`config.mk`:
```
export PLATFORM = sky130hd
export DESIGN_NAME = mem_stage_lsu
export DESIGN_NICKNAME = d
export VERILOG_FILES = /design/src/rtl/mem_stage_lsu.sv
export SDC_FILE = /design/constraint.sdc
export NUM_CORES = 1
export LEC_CHECK = 0
export BUFFER_PORTS_ARGS = -buffer_cell sky130_fd_sc_hd__buf_2
export CORE_ASPECT_RATIO = 1.75
export CORE_MARGIN = 2
export CORE_UTILIZATION = 56
export DETAILED_ROUTE_END_ITERATION = 12
export HOLD_SLACK_MARGIN = 0.1
export PLACE_DENSITY_LB_ADDON = 0.08
export SLEW_MARGIN = 20
export SYNTH_ARGS = -nofsm -noshare
export SYNTH_HDL_FRONTEND = slang
export SYNTH_SLANG_ARGS = --single-unit
```
`constraint.sdc`:
```
create_clock -name clk -period 4.7 [get_ports clk]
set_input_delay 0.94 -clock clk [delete_from_list [all_inputs] [get_ports clk]]
set_output_delay 0.94 -clock clk [all_outputs]
set_load 0.03 [all_outputs]
```
`src/rtl/mem_stage_lsu.sv`:
```
// MEM-stage load/store unit for the RV32I pipeline.
// Runs one req/ack transaction with data memory per load/store, formats
// store lanes and load results, and freezes the pipeline while the access
// is in flight. Misaligned or illegal accesses and ack timeouts raise
// lsu_fault without completing a memory access.
module mem_stage_lsu #(
  parameter int unsigned TIMEOUT_CYC = 255
) (
  input  logic        clk,
  input  logic        reset,
  input  logic        MemRead_MEM,
  input  logic        MemWrite_MEM,
  input  logic [2:0]  funct3_MEM,
  input  logic [31:0] ALU_OUT_MEM,
  input  logic [31:0] STORE_DATA_MEM,
  output logic        dmem_req,
  output logic        dmem_we,
  output logic [31:0] dmem_addr,
  output logic [31:0] dmem_wdata,
  output logic [3:0]  dmem_be,
  input  logic [31:0] dmem_rdata,
  input  logic        dmem_ack,
  output logic [31:0] DATA_MEMORY_MEM,
  output logic        mem_stall,
  output logic        lsu_fault
);

  localparam logic [31:0] TMO = 32'(TIMEOUT_CYC);

  typedef enum logic [1:0] {IDLE, BUSY, DONE} state_t;

  state_t      state, state_nxt;
  logic        access, misaligned, bad_f3, illegal, legal_acc;
  logic [1:0]  lane;
  logic [3:0]  be_fmt;
  logic [31:0] wdata_fmt;
  logic [31:0] cnt;
  logic        timeout_hit;
  logic        tmo_flag;
  logic        is_load_q;
  logic [2:0]  f3_q;
  logic [1:0]  lane_q;
  logic [31:0] rd_byte_sh, rd_half_sh, ld_fmt;

  // A simultaneous read+write is handled as a store.
  assign access = MemRead_MEM | MemWrite_MEM;
  assign lane   = ALU_OUT_MEM[1:0];

  // Classify the incoming access: size alignment and funct3 legality.
  always_comb begin
    misaligned = 1'b0;
    bad_f3     = 1'b0;
    case (funct3_MEM)
      3'b000:  ;
      3'b001:  misaligned = lane[0];
      3'b010:  misaligned = |lane;
      3'b100:  bad_f3 = MemWrite_MEM;
      3'b101:  begin bad_f3 = MemWrite_MEM; misaligned = lane[0]; end
      default: bad_f3 = 1'b1;
    endcase
  end

  assign illegal   = access & (misaligned | bad_f3);
  assign legal_acc = access & ~illegal;

  // Store lane steering: replicate data across lanes, enable only the target bytes.
  always_comb begin
    be_fmt    = 4'hF;
    wdata_fmt = STORE_DATA_MEM;
    case (funct3_MEM[1:0])
      2'b00: begin
        be_fmt    = 4'b0001 << lane;
        wdata_fmt = {4{STORE_DATA_MEM[7:0]}};
      end
      2'b01: begin
        be_fmt    = 4'b0011 << {lane[1], 1'b0};
        wdata_fmt = {2{STORE_DATA_MEM[15:0]}};
      end
      default: ;
    endcase
  end

  // Load formatting: shift the addressed byte/half to bit 0, then extend.
  always_comb begin
    rd_byte_sh = dmem_rdata >> {lane_q, 3'b000};
    rd_half_sh = dmem_rdata >> {lane_q[1], 4'b0000};
    case (f3_q)
      3'b000:  ld_fmt = {{24{rd_byte_sh[7]}}, rd_byte_sh[7:0]};
      3'b100:  ld_fmt = {24'b0, rd_byte_sh[7:0]};
      3'b001:  ld_fmt = {{16{rd_half_sh[15]}}, rd_half_sh[15:0]};
      3'b101:  ld_fmt = {16'b0, rd_half_sh[15:0]};
      default: ld_fmt = dmem_rdata;
    endcase
  end

  // Abort when this BUSY cycle would be the TIMEOUT_CYC-th without an ack.
  assign timeout_hit = (TMO != 32'd0) && ((cnt + 32'd1) == TMO);

  // State register.
  always_ff @(posedge clk) begin
    if (reset) state <= IDLE;
    else       state <= state_nxt;
  end

  // Next-state logic.
  always_comb begin
    state_nxt = state;
    case (state)
      IDLE:    if (legal_acc) state_nxt = BUSY;
      BUSY:    if (dmem_ack || timeout_hit) state_nxt = DONE;
      DONE:    state_nxt = IDLE;
      default: state_nxt = IDLE;
    endcase
  end

  // Pipeline-facing outputs; both are forced low while reset is held.
  always_comb begin
    mem_stall = 1'b0;
    lsu_fault = 1'b0;
    if (!reset) begin
      case (state)
        IDLE: begin
          mem_stall = legal_acc;
          lsu_fault = illegal;
        end
        BUSY:    mem_stall = 1'b1;
        DONE:    lsu_fault = tmo_flag;
        default: ;
      endcase
    end
  end

  // Request fields, timeout counter and load result register.
  always_ff @(posedge clk) begin
    if (reset) begin
      dmem_req        <= 1'b0;
      dmem_we         <= 1'b0;
      dmem_addr       <= 32'b0;
      dmem_wdata      <= 32'b0;
      dmem_be         <= 4'b0;
      DATA_MEMORY_MEM <= 32'b0;
      cnt             <= 32'b0;
      tmo_flag        <= 1'b0;
      is_load_q       <= 1'b0;
      f3_q            <= 3'b0;
      lane_q          <= 2'b0;
    end else begin
      case (state)
        IDLE: begin
          if (legal_acc) begin
            dmem_req   <= 1'b1;
            dmem_we    <= MemWrite_MEM;
            dmem_addr  <= {ALU_OUT_MEM[31:2], 2'b00};
            dmem_wdata <= wdata_fmt;
            dmem_be    <= be_fmt;
            is_load_q  <= ~MemWrite_MEM;
            f3_q       <= funct3_MEM;
            lane_q     <= lane;
          end
        end
        BUSY: begin
          if (dmem_ack) begin
            dmem_req <= 1'b0;
            if (is_load_q) DATA_MEMORY_MEM <= ld_fmt;
          end else if (timeout_hit) begin
            dmem_req <= 1'b0;
            tmo_flag <= 1'b1;
          end else begin
            cnt <= cnt + 32'd1;
          end
        end
        DONE: begin
          cnt      <= 32'b0;
          tmo_flag <= 1'b0;
        end
        default: ;
      endcase
    end
  end

endmodule

```
==> results.toml <==
[outcome]
outcome = "finished, final reports clean"

[grt]
grt_pass1_vias = 6799
grt_pass1_wl_mm = 33.44
grt_max_degree = 86
antenna_found_initial = 1
grt_overflow = 0
grtUsageTotal = 0.3099

[clock_tree]
hold_buffers = 0
root_buffer = "clkbuf_16"
cts_setup_buffers = 0
cts_tree = "yes"
clk_pin_slew_ns = 0.06
clockBufferDepth = 2
clock-sinks = 141
clkLatencyLatePin_ns = 0.42
numCtsBuffers = 17
cts_max_level = 4
cts.repair.resized = 0

[setup_path]
critPathKind = "reg2reg"
worstPathCellList = "ha_1 > nand3_2 > nor4_4 > nand4_1 > mux2i_1 > or4_4 > or3_4 > a21oi_2 > mux2_2"
cp_top_family = "simple AND/OR/NAND/NOR gates"
worst_path_max_delay_cell = "a21oi_2"
r2r_slack_ns = 0.97
cp-end-kind = "register"
cp-start-kind = "register"
crit_path_max_incr_delay_ns = 0.57
path_buf_inv = 0
cp_data_required_time_ns = 5.06
crit_fanout = 12
critPathArrivalTime_ns = 4.09

[synthesis]
synth-edff-count = 0
async_flop_share = 0
yosysMostFrequentCell = "nand2_1"
netlist_top_cells_area = "dfxtp_1 (40%), nand2_1 (10%), a21oi_1 (5.8%)"
ys_types = 62
ys_ff_latch = 141
syn_inst = 904
yosys_most_used_dff = "dfxtp_1"
synth_warnings = 0
synth_common_cells = "nand2_1 (192), dfxtp_1 (141), a21oi_1 (82), nor2_1 (73), clkbuf_1 (64)"
netlist_area_mm2 = 0.007044
avgSynthCellArea_um2 = 7.792
yosys.area.top_type = "dfxtp_1"
ys_seq_area_frac = 0.4007
synth_top_cell_area_share = 0.4007

[placement]
place_inst = 1206
gp_congestion = 0.9166
port_buffers = 205
place_hpwl_mm = 14.56

[route]
wl_mm = 20.80
drtIter0Drc = 411
vias = 7219
wl_per_cell_um = 16.79
routed_via_density = 5.826
ant_nets = 0
first_pass_iters = 5
drc = 0

[sta]
maxSlewHeadroom = 0.3249
clock_skew_ns = 0.01418
setup_viol = 0
tns_ns = 0
period_needed_ns = 3.726
tightest_slew_ns = 1.009
fmax_mhz = 268.4
slew_viol_final = 0
fin_crit_sh = 0.7927
grt_setup_unrepaired = "false"
hold_violations = 0

[power]
pwr-share-clk = 0.451
p_per_area_mw_per_mm2 = 358.3
p_sw_frac = 0.2830
power_frac_comb = 0.137
pwr-share-seq = 0.412
p_sw_mw = 0.8762
leakage_nw = 3.613
peakVddDrop_mv = 0.2874
internal_power_mw = 2.220

[finish]
fin_cells = 1239
drive_gt1_frac = 0.2505
num-nets-final = 1163
syn_to_final_growth_pct = 22.66
fin_util = 0.6988

[die]
start_util = 0.5697
chipHeight_um = 152.4
core_mm2 = 0.01236
ios = 208
die-area_mm2 = 0.01353
die_w_um = 88.78
row_count = 54

[hold_path]
hold_path_class = "reg2reg"

[flow_run]
maxCapViolCount = 0
==> power groups by stage <==
| stage | clock, mW | sequential, mW | combinational [mW] |
|---|---|---|---|
| 5_1_grt | 1.46 | 1.28 | 0.460 |
| 4_1_cts | 1.41 | 1.28 | 0.423 |
| 2_1_floorplan | 0 | 1.38 | 0.191 |
| 6_report | 1.40 | 1.28 | 0.424 |
| 3_3_place_gp | 0 | 1.30 | 0.417 |
| 3_5_place_dp | 0 | 1.30 | 0.422 |
==> metrics by stage <==
stage	power [mW]	cell area [um^2]	setup slack [ns]	hold WS [ns]
3_5_place_dp	1.723	8021	1.019	0.4430
3_3_place_gp	1.717	8021	1.095	0.4365
4_1_cts	3.111	8633	0.9922	0.4514
6_report	3.096	8641	0.9744	0.4503
2_1_floorplan	1.575	7048	1.528	0.4371
5_1_grt	3.198	8641	0.7288	0.4640
==> per-layer routing <==
metal | vias to the layer above | GRT usage | wire [um]
li1 | 3560 | - | -
met1 | 3350 | 0.3584 | 7839
met2 | 258 | 0.5195 | 10800
met3 | 51 | 0.08072 | 1379
met4 | 0 | 0.1443 | 780
met5 | - | 0 | 0
==> layout make-up <==
class	instances	area (um^2)
sequential	141	2823
clock inverter	15	186.4
multi-input combinational	666	3834
clock buffer	17	425.4
antenna	1	2.502
tap	168	210.2
inverter	17	63.81
timing repair buffer	214	1096
fill	1064	3724
==> logic make-up after synthesis <==
logic type	synth area share
xor gates and xnor gates	0.01368
buffers and inverters	0.05755
DFF	0.4007
muxes	0.03357
and+or+nand+nor	0.2762
other	0.0005323
adders and majority gates	0.003552
AOI/OAI and AO/OA	0.2142
==> cells in the final DEF, fill, tap and decap left out, types with 5 or more instances in the layout <==
master	Yosys	final
nand2b_1	6	6
mux2i_1	18	18
xor2_1	5	5
nor3_1	21	21
or4_1	16	16
nor2_1	73	71
a221o_1	7	7
buf_4	5	10
o21ai_0	23	23
xnor2_1	6	6
clkinv_4	0	5
nand4b_1	5	5
and3_1	10	10
a221oi_1	9	9
inv_1	16	16
o31ai_1	12	12
o211ai_1	21	21
o221ai_1	6	6
a211oi_1	35	35
a21oi_1	82	82
a31oi_1	6	6
buf_2	9	204
a311oi_1	10	10
dfxtp_1	141	141
clkbuf_16	0	17
nor4b_1	8	8
nand3b_1	5	5
nand2_1	192	191
nand3_1	16	16
nand4_1	12	12
nor4_1	11	10
==> worst paths after layout <==
path	to	depth (start not counted)	startpoint
max reg2reg	cnt[0]$_SDFFE_PP0P_	9	cnt[0]$_SDFFE_PP0P_
min	dmem_addr[24]$_SDFFE_PP0P_	2	dmem_addr[24]$_SDFFE_PP0P_
max	cnt[0]$_SDFFE_PP0P_	9	cnt[0]$_SDFFE_PP0P_
min reg2reg	dmem_addr[24]$_SDFFE_PP0P_	2	dmem_addr[24]$_SDFFE_PP0P_
==> worst reg2reg max path, stage by stage, from the launching register on <==
cell,delay [ns]
dfxtp_1,0.45
ha_1,0.27
nand3_2,0.22
nor4_4,0.54
nand4_1,0.24
mux2i_1,0.17
or4_4,0.56
or3_4,0.36
a21oi_2,0.57
mux2_2,0.28
==> sequential cells by signal, summed over array words and instances, names as in the netlist, 2 cells and up <==
| register | cells |
|---|---|
| dmem_wdata | 32 |
| dmem_be | 4 |
| f3_q | 3 |
| cnt | 32 |
| state | 2 |
| lane_q | 2 |
| DATA_MEMORY_MEM | 32 |
| dmem_addr | 30 |
No activity file was read; power rests on OpenSTA's default activity.
